[src/rtl/clock_set_ctrl_if.sv]
// rtl/clock_set_ctrl_if.sv - tick/button inputs and time/edit display outputs of clock_set_ctrl
interface clock_set_ctrl_if;
  logic       tick_1hz;
  logic       btn_mode;
  logic       btn_inc;
  logic [4:0] hour;
  logic [5:0] min;
  logic [5:0] sec;
  logic [1:0] edit_sel;
  logic       blink;

  modport master (
    output tick_1hz, btn_mode, btn_inc,
    input  hour, min, sec, edit_sel, blink
  );

  modport slave (
    input  tick_1hz, btn_mode, btn_inc,
    output hour, min, sec, edit_sel, blink
  );
endinterface

[src/rtl/clock_set_ctrl.sv]
// rtl/clock_set_ctrl.sv - run/set timekeeping controller for the clock display path
module clock_set_ctrl #(
  parameter bit H24       = 1'b1,
  parameter int TIMEOUT_S = 10
) (
  input  logic             clk_50Mhz,
  input  logic             rst_n,
  clock_set_ctrl_if.slave  cs
);

  typedef enum logic [1:0] {
    RUN   = 2'd0,
    SET_H = 2'd1,
    SET_M = 2'd2,
    SET_S = 2'd3
  } state_t;

  localparam logic [4:0] HOUR_RST = H24 ? 5'd0 : 5'd12;
  localparam logic [5:0] TO_LIM   = 6'(TIMEOUT_S);

  state_t     state;
  logic [4:0] hour_q;
  logic [5:0] min_q;
  logic [5:0] sec_q;
  logic       blink_q;
  logic [5:0] to_cnt;
  logic       btn_mode_q;
  logic       btn_inc_q;
  logic       mode_evt;
  logic       inc_evt;

  // Minutes and seconds share the same 0..59 wrap.
  function automatic logic [5:0] inc60(input logic [5:0] v);
    return (v == 6'd59) ? 6'd0 : v + 6'd1;
  endfunction

  // Hour wraps 23->0 in 24-hour mode, 12->1 in 12-hour mode.
  function automatic logic [4:0] inc_hour(input logic [4:0] v);
    if (H24) return (v == 5'd23) ? 5'd0 : v + 5'd1;
    else     return (v == 5'd12) ? 5'd1 : v + 5'd1;
  endfunction

  assign mode_evt = cs.btn_mode & ~btn_mode_q;
  assign inc_evt  = cs.btn_inc  & ~btn_inc_q;

  // Button history; reset high so a button held through reset gives no edge.
  always_ff @(posedge clk_50Mhz or negedge rst_n) begin
    if (!rst_n) begin
      btn_mode_q <= 1'b1;
      btn_inc_q  <= 1'b1;
    end else begin
      btn_mode_q <= cs.btn_mode;
      btn_inc_q  <= cs.btn_inc;
    end
  end

  // Run/set FSM with time counters, edit timeout and blink.
  always_ff @(posedge clk_50Mhz or negedge rst_n) begin
    if (!rst_n) begin
      state   <= RUN;
      hour_q  <= HOUR_RST;
      min_q   <= 6'd0;
      sec_q   <= 6'd0;
      blink_q <= 1'b0;
      to_cnt  <= 6'd0;
    end else begin
      case (state)
        RUN: begin
          blink_q <= 1'b0;
          to_cnt  <= 6'd0;
          if (cs.tick_1hz) begin
            sec_q <= inc60(sec_q);
            if (sec_q == 6'd59) begin
              min_q <= inc60(min_q);
              if (min_q == 6'd59) hour_q <= inc_hour(hour_q);
            end
          end
          if (mode_evt) state <= SET_H;
        end
        default: begin
          // Expiry outranks a simultaneous mode press; the mode press outranks inc.
          if (to_cnt == TO_LIM) begin
            state   <= RUN;
            to_cnt  <= 6'd0;
            blink_q <= 1'b0;
          end else if (mode_evt) begin
            to_cnt <= 6'd0;
            case (state)
              SET_H:   state <= SET_M;
              SET_M:   state <= SET_S;
              default: begin
                state   <= RUN;
                blink_q <= 1'b0;
              end
            endcase
          end else if (inc_evt) begin
            to_cnt  <= 6'd0;
            blink_q <= 1'b1;
            case (state)
              SET_H:   hour_q <= inc_hour(hour_q);
              SET_M:   min_q  <= inc60(min_q);
              default: sec_q  <= 6'd0;
            endcase
          end else if (cs.tick_1hz) begin
            blink_q <= ~blink_q;
            to_cnt  <= to_cnt + 6'd1;
          end
        end
      endcase
    end
  end

  assign cs.hour     = hour_q;
  assign cs.min      = min_q;
  assign cs.sec      = sec_q;
  assign cs.edit_sel = state;
  assign cs.blink    = blink_q;

endmodule

[src/flat_wrapper.sv]
// flat-port wrapper written by rule: the top's interface ports become plain ports
module clock_set_ctrl_flat 
#(
  parameter bit H24       = 1'b1,
  parameter int TIMEOUT_S = 10
)
  (clk_50Mhz, rst_n, cs_tick_1hz, cs_btn_mode, cs_btn_inc, cs_hour, cs_min, cs_sec, cs_edit_sel, cs_blink);
  clock_set_ctrl_if cs_i ();
  input  logic clk_50Mhz;
  input  logic rst_n;
  input wire logic [$bits(cs_i.tick_1hz)-1:0] cs_tick_1hz;
  input wire logic [$bits(cs_i.btn_mode)-1:0] cs_btn_mode;
  input wire logic [$bits(cs_i.btn_inc)-1:0] cs_btn_inc;
  output wire logic [$bits(cs_i.hour)-1:0] cs_hour;
  output wire logic [$bits(cs_i.min)-1:0] cs_min;
  output wire logic [$bits(cs_i.sec)-1:0] cs_sec;
  output wire logic [$bits(cs_i.edit_sel)-1:0] cs_edit_sel;
  output wire logic [$bits(cs_i.blink)-1:0] cs_blink;
  assign cs_i.tick_1hz = cs_tick_1hz;
  assign cs_i.btn_mode = cs_btn_mode;
  assign cs_i.btn_inc = cs_btn_inc;
  assign cs_hour = cs_i.hour;
  assign cs_min = cs_i.min;
  assign cs_sec = cs_i.sec;
  assign cs_edit_sel = cs_i.edit_sel;
  assign cs_blink = cs_i.blink;
  clock_set_ctrl #(.H24(H24), .TIMEOUT_S(TIMEOUT_S)) u_core (.clk_50Mhz(clk_50Mhz), .rst_n(rst_n), .cs(cs_i));
endmodule
[config.mk]
export PLATFORM = sky130hd
export DESIGN_NAME = clock_set_ctrl_flat
export DESIGN_NICKNAME = d
export VERILOG_FILES = /design/src/rtl/clock_set_ctrl_if.sv /design/src/rtl/clock_set_ctrl.sv /design/src/flat_wrapper.sv
export SDC_FILE = /design/constraint.sdc
export NUM_CORES = 1
export LEC_CHECK = 0
export ABC_CLOCK_PERIOD_IN_PS = 2100
export CORE_ASPECT_RATIO = 1.2
export CORE_MARGIN = 2
export CORE_UTILIZATION = 53
export CTS_CLUSTER_DIAMETER = 40
export CTS_CLUSTER_SIZE = 10
export DETAILED_ROUTE_END_ITERATION = 10
export HOLD_SLACK_MARGIN = 0.15
export PLACE_DENSITY_LB_ADDON = 0.05
export SYNTH_ARGS = -nofsm -noshare
export SYNTH_HDL_FRONTEND = slang
export SYNTH_SLANG_ARGS = --single-unit
[constraint.sdc]
create_clock -name clk_50Mhz -period 2.1 [get_ports clk_50Mhz]
set_input_delay 0.21 -clock clk_50Mhz [delete_from_list [all_inputs] [get_ports clk_50Mhz]]
set_output_delay 0.21 -clock clk_50Mhz [all_outputs]
set_load 0.02 [all_outputs]
==> results by group, run 1 <==
Routing
  – Via count: 1241
  – Routed vias/inst: 5.69
  – Iteration-0 DRC Markers: 30
  – Post-DR wirelength/cell: 13.4 microns
  – Antenna viol nets, final: 0
  – Post-Route WL: 2920 microns
  – DRC Markers: 0
  – First-pass DRT Iterations: 4

Synthesis
  – Mapped Area: 1570 sq um
  – Synth cell types: 47
  – Synth Warn #: 0
  – Largest area contributor in the netlist: dfrtp_1
  – Post-synth EDFFs: 0
  – Synth Instances: 154
  – Async SR Flop Fraction: 100%
  – #FFs+latches synth: 28
  – Top FF cell, synth: dfrtp_1
  – Syn Area/Cell: 10.2 sq um
  – Sequential fraction of the synthesis area: 44.8%
  – Leading post-synthesis cells by cell area: dfrtp_1, ha_1, nor2_1
  – Post-synth net total: 167
  – Top-area cell type share of the netlist area: 41.5%

Finish
  – Area growth syn-to-layout: 21.5%
  – Nets: 199
  – Layout cells sized above 1: 13.0%
  – # diodes: 0
  – Post-Layout Cell Count: 218
  – Final Cell Area: 1910 sq um

Status
  – Run status: finished, final reports clean

Clocking
  – Post-CTS Resized: 0
  – CTS tree: built
  – Post CTS Setup Buffer Count: 0
  – CTS Buf Count: 3
  – Clk_lat worst skew: 320 ps
  – Clk buf depth: 2
  – Clk root buf: clkbuf_4
  – Hold-fix buffers, CTS: 0
  – Clock Sinks: 28
  – Worst-path clk slew: 140 ps
  – H-tree levels: 1

STA
  – Hold slack: 236 ps
  – Fin. max-slew vios: 0
  – Fmax: 520 MHz
  – Final setup violating endpoints: 0
  – Final Critical Period: 1920 ps
  – Worst slew pin tran: 350 ps
  – Period utilization: 91.6%
  – Worst Clk Skew: 2.45 ps
  – RSZ-0062 raised after global routing: no
  – Setup TNS: 0 ps
  – Normalized max-slew margin: 76.5%
  – Final hold vios: 0

Power and ir drop
  – Worst vdd ir: 512 uV
  – PD cells: 998 nW/um^2
  – P_leak: 0.832 nW
  – Pwr Total: 0.00190 W

Worst setup path
  – CP max FO: 8
  – Req. time, crit path: 2330 ps
  – CP Capture Type: register
  – End of the critical path: u_core.cs.min[2]
  – CP Class: register to register
  – CP arrival: 2150 ps
  – Worst setup path startpoint: u_core.to_cnt[0]
  – CP Launch Type: register
  – Reg2Reg Depth: 7
  – Critical R2R Launch: u_core.to_cnt[0]
  – Worst flop-to-flop path endpoint: u_core.cs.min[2]
  – R2R Setup Slk: 180 ps

Die
  – Die footprint: 3410 sq um
  – Chip Width: 53.7 microns
  – Die Ht: 63.6 microns
  – Core area: 2810 sq um
  – Row count: 21
  – Io pins: 25
  – Starting Density: 55.8%

Placement
  – Post-Place Cell Area: 1880 sq um
  – HPWL Detailed: 2240 microns
  – Placer Congestion: 0.793
  – PortBufs: 24
  – Placed cells: 215

Global routing
  – Largest net degree at the start of global routing: 29
  – First-pass GRT wire length: 5200 microns
  – Total Routing Usage GR: 19.8%
  – Vias in the first global route: 1195
  – Congestion Overflow GR: 0
  – Initial antenna violation count: 0

Flow run
  – Max cap viols: 0

Min path
  – Worst hold path class: input pin to async pin
==> placed cells by master (no fill, tap or decap), types with 2 or more instances in the layout <==
| cell | n |
|---|---|
| a21oi_1 | 2 |
| clkdlybuf4s50_1 | 24 |
| mux2_4 | 2 |
| xor2_1 | 3 |
| nand2_1 | 12 |
| ha_1 | 8 |
| and3_1 | 3 |
| dfrtp_1 | 26 |
| buf_4 | 6 |
| nand2b_1 | 4 |
| nand4_1 | 4 |
| xnor2_1 | 3 |
| dfstp_2 | 2 |
| o31ai_1 | 3 |
| a22o_1 | 3 |
| nor2_1 | 15 |
| o21ai_1 | 2 |
| nand3b_1 | 2 |
| nand3_1 | 8 |
| or4_1 | 2 |
| inv_1 | 4 |
| nand2_2 | 2 |
| o21ai_0 | 10 |
| nor2b_1 | 8 |
| clkbuf_4 | 3 |
==> cells by family after synthesis <==
kind of cell	count (synthesis)	synth area share, %
AND/OR/NAND/NOR	67	23.4
AO/OA/AOI/OAI	35	17.2
flip-flops	28	44.8
adder cells (fa/ha/maj)	8	6.38
buffers and inverters	7	2.23
XOR/XNOR	6	3.35
multiplexers	3	2.63
==> synthesized netlist by cell type (all sizes together) (4+ instances only) <==
library cell / instances
nor2b: 8
inv: 4
o21ai: 12
nor2: 17
nand2b: 4
ha: 8
nand4: 4
nand2: 14
dfrtp: 26
nand3: 8
==> per-stage QoR <==
step	util, %	setup slack, ps
5_1_grt	67.8	47.4
2_1_floorplan	-	256
4_1_cts	67.6	136
3_3_place_gp	66.8	208
3_5_place_dp	66.8	160
6_report	67.8	176
==> how the worst min path moves through the flow <==
stage | start | depth (start not counted) | slack, ps | to
floorplan | rst_n | 0 | -90 | u_core.cs.blink
global placement | u_core.cs.hour[2] | 1 | 530 | u_core.cs.hour[2]
detailed placement | u_core.cs.hour[4] | 1 | 520 | u_core.cs.hour[4]
CTS | rst_n | 2 | 250 | u_core.cs.sec[3]
global route | rst_n | 2 | 260 | u_core.cs.sec[3]
finish | rst_n | 2 | 240 | u_core.cs.hour[1]
==> sequential cells by signal (all words and copies together) (netlist names) <==
| name | flops |
|---|---|
| u_core.cs.sec | 6 |
| u_core.cs.blink | 1 |
| u_core.cs.edit_sel | 2 |
| u_core.to_cnt | 6 |
| u_core.cs.hour | 5 |
| u_core.btn_inc_q | 1 |
| u_core.btn_mode_q | 1 |
| u_core.cs.min | 6 |
==> cell type report <==
class / count / area, sq um
inverters: 4 / 15.0
well taps: 34 / 42.5
repair buffers: 30 / 285
fillers: 241 / 906
flip-flops and latches: 28 / 703
clock buffers: 3 / 22.5
multi-input cells: 119 / 837
==> report_power, final <==
part	switching [W]	total, W	leakage [nW]	internal (W)
Combinational	0.000483	0.000891	0.457	0.000408
Clock	0.000153	0.000221	0.0138	0.0000673
Sequential	0.000136	0.000791	0.361	0.000654
Total	0.000773	0.00190	0.832	0.00113
==> per-layer routing <==
layer	track usage (%)	vias up	routed length, microns
li1	-	616	-
met1	26.6	603	1310
met2	33.2	20	1500
met3	2.13	2	81
met4	4.81	0	21
met5	0	-	0
==> critical path, stage by stage (launching register included) <==
cell	delay (ps)
dfrtp_1	450
inv_1	70
ha_1	120
nor4bb_1	260
nand2b_1	190
a41o_4	330
nand2_2	80
mux2_1	310
Power figures use the tool's default switching activity.
==> inputs of run 2 (changes only) <==
--- a/config.mk
+++ b/config.mk
@@ -8,5 +8,7 @@
 export ABC_CLOCK_PERIOD_IN_PS = 2100
+export CELL_PAD_IN_SITES_DETAIL_PLACEMENT = 0
+export CELL_PAD_IN_SITES_GLOBAL_PLACEMENT = 1
 export CORE_ASPECT_RATIO = 1.2
 export CORE_MARGIN = 2
-export CORE_UTILIZATION = 53
+export CORE_UTILIZATION = 41
 export CTS_CLUSTER_DIAMETER = 40
--- a/constraint.sdc
+++ b/constraint.sdc
@@ -3,2 +3,2 @@
 set_output_delay 0.21 -clock clk_50Mhz [all_outputs]
-set_load 0.02 [all_outputs]
+set_load 0.1 [all_outputs]
==> results by group, run 2 (synthesis results as in run 1) <==
Clocking
  – Post-CTS Resized: 0 (unchanged)
  – CTS Buf Count: 3 (unchanged)
  – Clk_lat worst skew: 270 ps (-50 ps)
  – H-tree levels: 1 (unchanged)
  – Post CTS Setup Buffer Count: 0 (unchanged)
  – Worst-path clk slew: 90 ps (-50 ps)
  – CTS tree: built
  – Clk root buf: clkbuf_8
  – Hold-fix buffers, CTS: 0 (unchanged)
  – Clock Sinks: 28 (unchanged)
  – Clk buf depth: 2 (unchanged)

Global routing
  – Largest net degree at the start of global routing: 29 (unchanged)
  – Met2 usage: 27.7% (-5.6 points)
  – Initial antenna violation count: 0 (unchanged)
  – Total Routing Usage GR: 16.6% (-3.2 points)
  – Grt met3 use: 2.17% (+0.033 points)
  – Vias in the first global route: 1240 (+3.8%)
  – Busiest grt layer: met2
  – First-pass GRT wire length: 5520 microns (+6.3%)
  – Met1 usage: 21.8% (-4.9 points)
  – Congestion Overflow GR: 0 (unchanged)

Placement
  – PortBufs: 24 (unchanged)
  – HPWL Detailed: 2320 microns (+3.5%)
  – Placed cells: 233 (+8.4%)
  – Post-Place Cell Area: 1860 sq um (-0.80%)
  – Placer Congestion: 0.858 (+8.2%)

Power and ir drop
  – P_leak: 0.859 nW (+3.3%)
  – Switching share of power: 54.6% (+14 points)
  – Clock power share: 11.5% (about the same)
  – Comb pwr share: 57.3% (+10 points)
  – PD cells: 1350 nW/um^2 (+35%)
  – Switching Power: 0.00140 W (+82%)
  – Int Pwr: 0.00117 W (+3.3%)
  – Worst vdd ir: 584 uV (+14%)
  – Share of total power in sequential cells: 31.3% (-10 points)
  – Pwr Total: 0.00257 W (+35%)

STA
  – Fmax: 515 MHz (-0.96%)
  – Period utilization: 92.5% (+0.89 points)
  – Final Critical Period: 1940 ps (+18.7 ps)
  – Fin. max-slew vios: 0 (unchanged)
  – Final hold vios: 0 (unchanged)
  – Final setup violating endpoints: 0 (unchanged)
  – Normalized max-slew margin: 76.1% (-0.36 points)
  – Worst slew pin tran: 358 ps (+7.76 ps)
  – Worst Clk Skew: 3.52 ps (+1.07 ps)
  – Hold slack: 317 ps (+80.3 ps)
  – RSZ-0062 raised after global routing: no

Worst setup path
  – CP Class: register to register
  – CP max FO: 8 (unchanged)
  – CP Capture Type: register
  – CP Launch Type: register
  – Req. time, crit path: 2270 ps (-60 ps)
  – CP arrival: 2110 ps (-40 ps)

Finish
  – Layout fillers: 344 (+43%)
  – Most frequent cells in the layout: buf_4, dfrtp_1, nor2_1
  – Area growth syn-to-layout: 21.3%
  – Utilization after layout: 51.9% (-16 points)
  – Layout cells sized above 1: 27.7% (+15 points)
  – # diodes: 0 (unchanged)
  – Nets: 199 (unchanged)
  – Post-Layout Cell Count: 236 (+8.3%)
  – Sequential Area: 716 sq um (+1.8%)
  – Multi-input gate area: 831 sq um (-0.75%)
  – Most common cell after layout, fill and taps aside: buf_4
  – Final Cell Area: 1900 sq um (-0.13%)

Die
  – Starting Density: 42.8% (-13 points)
  – Die footprint: 4340 sq um (+27%)
  – Core area: 3660 sq um (+30%)
  – Row count: 24 (+14%)
  – Io pins: 25 (unchanged)
  – Die Ht: 71.8 microns (+13%)
  – Chip Width: 60.5 microns (+13%)

Status
  – Run status: finished, final reports clean

Routing
  – DRC Markers: 0 (unchanged)
  – Antenna viol nets, final: 0 (unchanged)
  – Post-DR wirelength/cell: 13.3 microns (-0.41%)
  – Via count: 1213 (-2.3%)
  – Post-Route WL: 3150 microns (+7.8%)
  – Routed vias/inst: 5.14 (-9.7%)
  – Iteration-0 DRC Markers: 69 (+130%)
  – First-pass DRT Iterations: 4 (unchanged)

Min path
  – Worst hold path class: input pin to async pin

Flow run
  – Max cap viols: 0 (unchanged)
## run 2: changes by cell type in the layout (fill, tap and decap cells not counted), sizes merged
cell,change
buf,+20
clkdlybuf4s50,-20
## run 2: layout make-up
type | instances | share of cell area (%)
Clock buffer | 3 | 2.17
Inverter | 4 | 0.789
Multi-Input combinational cell | 119 | 43.7
Sequential cell | 28 | 37.6
Tap cell | 52 | 3.42
Timing Repair Buffer | 30 | 12.4
## run 2: power by group through the flow
stage | Sequential, W | Combinational [W] | Clock, W
after floorplan | 0.00153 | 0.000443 | 0
after global placement | 0.000814 | 0.00147 | 0
after detailed placement | 0.000817 | 0.00149 | 0
after CTS | 0.000807 | 0.00149 | 0.000309
after global routing | 0.000833 | 0.00159 | 0.000337
final | 0.000804 | 0.00147 | 0.000295
## run 2: through the flow
stage	setup TNS, ps	worst slack, ps
floorplan	-3.38	-1.91
finish	0	157
CTS	0	131
detailed placement	0	151
global route	0	6.23
global placement	0	181
## run 2: path summary, 6_finish.rpt
check                                        from                 to  slack (ps)  cells after the start
worst max-delay path             u_core.to_cnt[0]   u_core.cs.min[2]         160                      7
worst min-delay path                        rst_n   u_core.cs.sec[3]         320                      2
worst max register to register   u_core.to_cnt[0]   u_core.cs.min[2]         160                      7
worst min register to register  u_core.cs.hour[4]  u_core.cs.hour[4]         530                      1
max in group asynchronous                   rst_n  u_core.btn_mode_q        1480                      2
min in group clk_50Mhz                cs_btn_mode  u_core.btn_mode_q         370                      1
## run 2: worst max-delay path: stages (launching register included)
cell and delay [ps]:
dfrtp_1 430, inv_1 70, ha_1 130, nor4bb_1 260, nand2b_1 210, a41o_4 340, nand2_2 90, mux2_1 310
## run 2: per-layer routing
layer / share of wire, % / up-vias
met2: 49 / 16
met1: 48 / 578
met3: 2.2 / 4
li1: - / 615
met5: 0 / -
met4: 1.1 / 0
